`config.mk`:
```
export PLATFORM = sky130hd
export DESIGN_NAME = router_1xn_pkt
export DESIGN_NICKNAME = d
export VERILOG_FILES = /design/src/rtl/router_1xn_pkt.sv
export SDC_FILE = /design/constraint.sdc
export NUM_CORES = 1
export LEC_CHECK = 0
export CORE_UTILIZATION = 57
export DETAILED_ROUTE_END_ITERATION = 10
export DONT_BUFFER_PORTS = 1
export MAX_ROUTING_LAYER = met4
export PLACE_DENSITY = 0.76
export SLEW_MARGIN = 20
export SYNTH_ARGS = -nofsm -noshare
export SYNTH_HDL_FRONTEND = slang
export SYNTH_SLANG_ARGS = --single-unit
```
`constraint.sdc`:
```
create_clock -name clock -period 3.5 [get_ports clock]
set_clock_uncertainty 0.05 [all_clocks]
set_input_delay 0.7 -clock clock [delete_from_list [all_inputs] [get_ports clock]]
set_output_delay 0.7 -clock clock [all_outputs]
set_load 0.01 [all_outputs]
```
`src/rtl/router_1xn_pkt.sv`:
```
// router_1xn_pkt: header-steered byte-serial packet router into NCH
// channel FIFOs with parity, length, address and read-timeout checks.
module router_1xn_pkt #(
  parameter int DW      = 8,
  parameter int NCH     = 3,
  parameter int ADDR_W  = 2,
  parameter int DEPTH   = 16,
  parameter int TIMEOUT = 30
) (
  input  logic              clock,
  input  logic              reset,
  input  logic              pkt_valid,
  input  logic [DW-1:0]     data_in,
  output logic              busy,
  input  logic [NCH-1:0]    read_enb,
  output logic [NCH-1:0]    valid_out,
  output logic [NCH*DW-1:0] data_out,
  output logic [NCH-1:0]    soft_reset,
  output logic              error,
  output logic              len_err,
  output logic              addr_err
);

  localparam int PW = $clog2(DEPTH);
  localparam int CW = PW + 1;
  localparam int LW = DW - ADDR_W;
  localparam int TW = $clog2(TIMEOUT + 1);
  localparam int NA = 2 ** ADDR_W;
  localparam logic [ADDR_W:0] NCH_L =
    (ADDR_W + 1)'(NCH);

  typedef enum logic [1:0] {
    IDLE, LOAD, CHECK, DROP
  } state_t;

  state_t            state, nxt;
  logic [ADDR_W-1:0] hdr_addr, dest, wr_ch;
  logic [LW-1:0]     hdr_len, len_q, cnt;
  logic [DW-1:0]     parity, rx_par;
  logic [NCH-1:0]    full;
  logic [NA-1:0]     full_ext;
  logic              addr_ok, busy_c, wr_en;
  logic              ld_hdr, ld_byte, ld_par;
  logic              do_chk, bad_addr;

  assign hdr_addr = data_in[ADDR_W-1:0];
  assign hdr_len  = data_in[DW-1:ADDR_W];
  assign addr_ok  = {1'b0, hdr_addr} < NCH_L;
  assign full_ext = NA'(full);
  assign busy     = busy_c & ~reset;

  always_ff @(posedge clock) begin
    if (reset) state <= IDLE;
    else       state <= nxt;
  end

  always_comb begin
    nxt      = state;
    busy_c   = 1'b0;
    wr_en    = 1'b0;
    wr_ch    = dest;
    ld_hdr   = 1'b0;
    ld_byte  = 1'b0;
    ld_par   = 1'b0;
    do_chk   = 1'b0;
    bad_addr = 1'b0;
    unique case (state)
      IDLE: begin
        if (pkt_valid) begin
          if (!addr_ok) begin
            bad_addr = 1'b1;
            nxt      = DROP;
          end else if (full_ext[hdr_addr]) begin
            busy_c = 1'b1;
          end else begin
            wr_en  = 1'b1;
            wr_ch  = hdr_addr;
            ld_hdr = 1'b1;
            nxt    = LOAD;
          end
        end
      end
      LOAD: begin
        if (full_ext[dest]) begin
          busy_c = 1'b1;
        end else begin
          wr_en = 1'b1;
          if (pkt_valid) begin
            ld_byte = 1'b1;
          end else begin
            ld_par = 1'b1;
            nxt    = CHECK;
          end
        end
      end
      CHECK: begin
        busy_c = 1'b1;
        do_chk = 1'b1;
        nxt    = IDLE;
      end
      DROP: begin
        if (!pkt_valid) nxt = IDLE;
      end
      default: nxt = IDLE;
    endcase
  end

  always_ff @(posedge clock) begin
    if (reset) begin
      dest     <= '0;
      len_q    <= '0;
      cnt      <= '0;
      parity   <= '0;
      rx_par   <= '0;
      error    <= 1'b0;
      len_err  <= 1'b0;
      addr_err <= 1'b0;
    end else begin
      addr_err <= bad_addr;
      if (ld_hdr) begin
        dest    <= hdr_addr;
        len_q   <= hdr_len;
        cnt     <= '0;
        parity  <= data_in;
        error   <= 1'b0;
        len_err <= 1'b0;
      end
      if (ld_byte) begin
        parity <= parity ^ data_in;
        if (cnt != '1) cnt <= cnt + 1'b1;
      end
      if (ld_par) rx_par <= data_in;
      if (do_chk) begin
        error   <= parity != rx_par;
        len_err <= cnt != len_q;
      end
    end
  end

  for (genvar i = 0; i < NCH; i++) begin : g_ch
    logic [DW-1:0] mem [DEPTH];
    logic [PW-1:0] wp, rp;
    logic [CW-1:0] fill;
    logic [TW-1:0] tmr;
    logic [DW-1:0] dq;
    logic          sr, wr, rd, idle, flush;

    assign full[i]      = fill == CW'(DEPTH);
    assign valid_out[i] = fill != '0;
    assign wr    = wr_en && (wr_ch == ADDR_W'(i));
    assign rd    = read_enb[i] && valid_out[i];
    assign idle  = valid_out[i] && !read_enb[i];
    assign flush = idle && (tmr == TW'(TIMEOUT - 1));

    // a timeout flush wins over any write landing the same edge
    always_ff @(posedge clock) begin
      if (reset) begin
        wp   <= '0;
        rp   <= '0;
        fill <= '0;
        tmr  <= '0;
        dq   <= '0;
        sr   <= 1'b0;
      end else begin
        sr <= flush;
        if (flush) begin
          wp   <= '0;
          rp   <= '0;
          fill <= '0;
          tmr  <= '0;
        end else begin
          tmr <= idle ? tmr + 1'b1 : '0;
          if (wr) wp <= wp + 1'b1;
          if (rd) begin
            dq <= mem[rp];
            rp <= rp + 1'b1;
          end
          fill <= fill + CW'(wr) - CW'(rd);
        end
      end
    end

    always_ff @(posedge clock) begin
      if (wr && !flush) mem[wp] <= data_in;
    end

    assign data_out[i*DW +: DW] = dq;
    assign soft_reset[i]        = sr;
  end

endmodule

```
==> results.txt <==
reg2reg start: state[1]$_SDFFE_PP0P_
CTS clk-pin slew, worst paths: 0.06 ns
synthesized cell area: 0.02021 mm^2
RR Endpoint: g_ch[2].fill[4]$_SDFF_PP0_
placer congestion estimate: 0.7795
Synth Flop Type: edfxtp_1
WHS: 0.1616 ns
first-pass GRT wire length: 62.86 mm
worst r2r path cells: 13
Required @ worst endpoint: 2.75 ns
Post-CTS Setup Inserts: 0
fillcell total: 2340
Worst Hold Path EP: g_ch[0].sr$_SDFF_PP0_
Slew @ Worst Pin: 0.9224 ns
critical path class: reg -> out
Initial Util: 58.22%
hold path start: read_enb[0]
TNS Setup: 0 ns
clk buf depth: 3
largest fanout on the critical path: 12
DIE HEIGHT: 190.3 um
post-synth top area cell: edfxtp_1
Hold Path Depth: 1
Fmax achieved: 0.3123 GHz
YS warnings: 0
CP startpoint kind: flip-flop
met2 routed WL: 20.21 mm
Slew Limit Fails: 0
die width: 190.3 um
cts bufs inserted: 47
layout cells sized above 1: 18.30%
fin nets: 1395
dpl hpwl: 24.23 mm
routed length per placed instance: 21.99 um
FFs w/ async S/R, synth: 0%
P&R area growth vs syn: 11.18%
All-Layer GR Usage: 23.75%
Post-Syn Area per Cell: 15.62 um^2
Post-Synthesis Cells: 1294
final critical-path share of the clock period: 91.48%
r2r setup slk: 0.49 ns
# setup viols final: 0
max-cap viol count: 0
RSZ-0062 raised after global routing: false
DR iter-0 viols: 832
total die area: 0.03621 mm^2
largest net degree at the start of global routing: 71
M1 WL: 16.76 mm
main area contributors after synthesis: edfxtp_1 (57%), dfxtp_1 (11%), mux4_2 (11%)
DR pass1 iterations: 5
post-synthesis sequential area ratio: 68.55%
Via density: 5.989
drt total wl: 40.28 mm
CTS tree: done
outcome: finished clean
syn nets: 1351
Crit. End Element: output pin
CTS Hold Bufs: 0
Worst EP arrival: 2.45 ns
number of distinct library cells after synthesis: 62
Peak supply drop: 0.4223 mV
ANT nets after route: 0
Post-synth top cells: edfxtp_1 (384), nor2_1 (134), dfxtp_1 (116)
CTS sink cnt: 500
via count: 10970
Core Footprint: 0.03471 mm^2
root buffer cell: clkbuf_16
EDFF count, synth: 384
initial antenna violation count: 0
P per Cell Area: 644.8 mW/mm^2
DR WL met3: 2.332 mm
Min-Delay Path Class: in -> reg
Top Layer Used: met4
relative slew slack: 37.67%
Post-route DRC: 0
final hold violation count: 0
Post-CTS Resized: 0
min Tclk post-route: 3.202 ns
# port buffers: 0
GRT Residual Overflow: 0
I/O Pins: 48
most common cell in the synthesized netlist: edfxtp_1
number of global-route vias before repair: 11180
antenna diode count: 0
H-Tree Depth: 2
Seq cells post-synth: 500
Static Leak: 7.505 nW
Synth top area share: 57.06%
worst-skew pair later-pin latency: 0.57 ns
Row Count: 68
==> power breakdown <==
part	leakage [nW]	switching (mW)	internal, mW
logic	2.37	1.25	1.25
clock network	0.733	2.13	2.81
registers	4.40	0.388	6.66
==> kinds of logic (layout without fill, tap and decap cells) <==
kind of cell	Yosys count	count (layout)	synth area share, %
DFF	500	500	68.55
xor gates and xnor gates	51	51	2.210
muxes	104	104	11.09
and+or+nand+nor	316	316	7.640
adders and majority gates	43	43	2.774
buffers and inverters	111	194	2.402
AOI/OAI and AO/OA	169	169	5.331
==> worst max-delay path by stage <==
stage	start	to	slack, ns	cells after the start
after floorplan	pkt_valid	g_ch[0].fill[4]$_SDFF_PP0_	0.17	16
after global placement	pkt_valid	g_ch[0].fill[4]$_SDFF_PP0_	0.25	13
after detailed placement	pkt_valid	g_ch[2].fill[4]$_SDFF_PP0_	0.16	13
after CTS	g_ch[2].fill[3]$_SDFF_PP0_	busy	0.26	7
after global routing	g_ch[2].fill[3]$_SDFF_PP0_	busy	0.07	7
final	g_ch[2].fill[3]$_SDFF_PP0_	busy	0.30	7
==> cell usage in the layout (no fill, tap or decap), types with 7 or more instances in the layout <==
cell type,count
a21oi_1,81
nor4_1,9
clkbuf_16,49
clkbuf_1,11
nor3_1,22
clkinv_2,10
a22oi_1,48
xor2_1,32
nand2_1,50
o21ai_0,11
nor2b_1,7
ha_1,40
mux2i_1,8
or3_1,7
xnor2_1,19
nand4_1,7
buf_4,61
edfxtp_1,384
nand3_1,32
nor2_1,134
inv_1,43
nand2b_1,12
dfxtp_1,113
mux4_2,96
==> routing by layer <==
metal | GRT usage, % | up-vias
met5 | - | -
met4 | 7.600 | 0
met3 | 3.993 | 72
met2 | 38.28 | 337
met1 | 31.03 | 5536
li1 | - | 5026
==> state kept, by name, summed over array words and instances, names as in the netlist <==
| register | flops |
|---|---|
| parity | 8 |
| g_ch.dq | 24 |
| rx_par | 8 |
| g_ch.fill | 15 |
| cnt | 6 |
| g_ch.sr | 3 |
| g_ch.rp | 12 |
| state | 2 |
| len_err | 1 |
| g_ch.tmr | 15 |
| error | 1 |
| addr_err | 1 |
| g_ch.wp | 12 |
| g_ch.mem | 384 |
| dest | 2 |
| len_q | 6 |
==> stage by stage <==
| step | utilization, % | area [um^2] | cells | power (mW) | setup WS (ns) |
|---|---|---|---|---|---|
| finish | 64.73 | 22470 | 1832 | 14.49 | 0.2982 |
| global route | 64.73 | 22470 | 1832 | 15.13 | 0.06729 |
| CTS | 64.73 | 22470 | 1832 | 14.61 | 0.2617 |
| detailed placement | 60.37 | 20960 | 1744 | 9.693 | 0.1596 |
| global placement | 60.37 | 20960 | 1744 | 9.608 | 0.2526 |
| floorplan | - | 20210 | 1294 | 9.077 | 0.1651 |
==> worst max-delay path: stages (launching register included) <==
cell,delay (ns)
dfxtp_1,0.32
inv_1,0.08
ha_1,0.18
nand4bb_1,0.29
o22ai_1,0.27
buf_4,0.22
o21ai_0,0.13
a31oi_1,0.39
==> final cells by class <==
class | instances | area, um^2 | area share, %
Tap cell | 455 | 569.3 | 2.534
Timing Repair Buffer | 63 | 498.0 | 2.216
Sequential cell | 500 | 13860 | 61.67
Multi-Input combinational cell | 683 | 5871 | 26.13
Clock inverter | 24 | 190.2 | 0.8464
Inverter | 43 | 161.4 | 0.7183
Clock buffer | 64 | 1323 | 5.886
(Power assumes the default switching activity.)
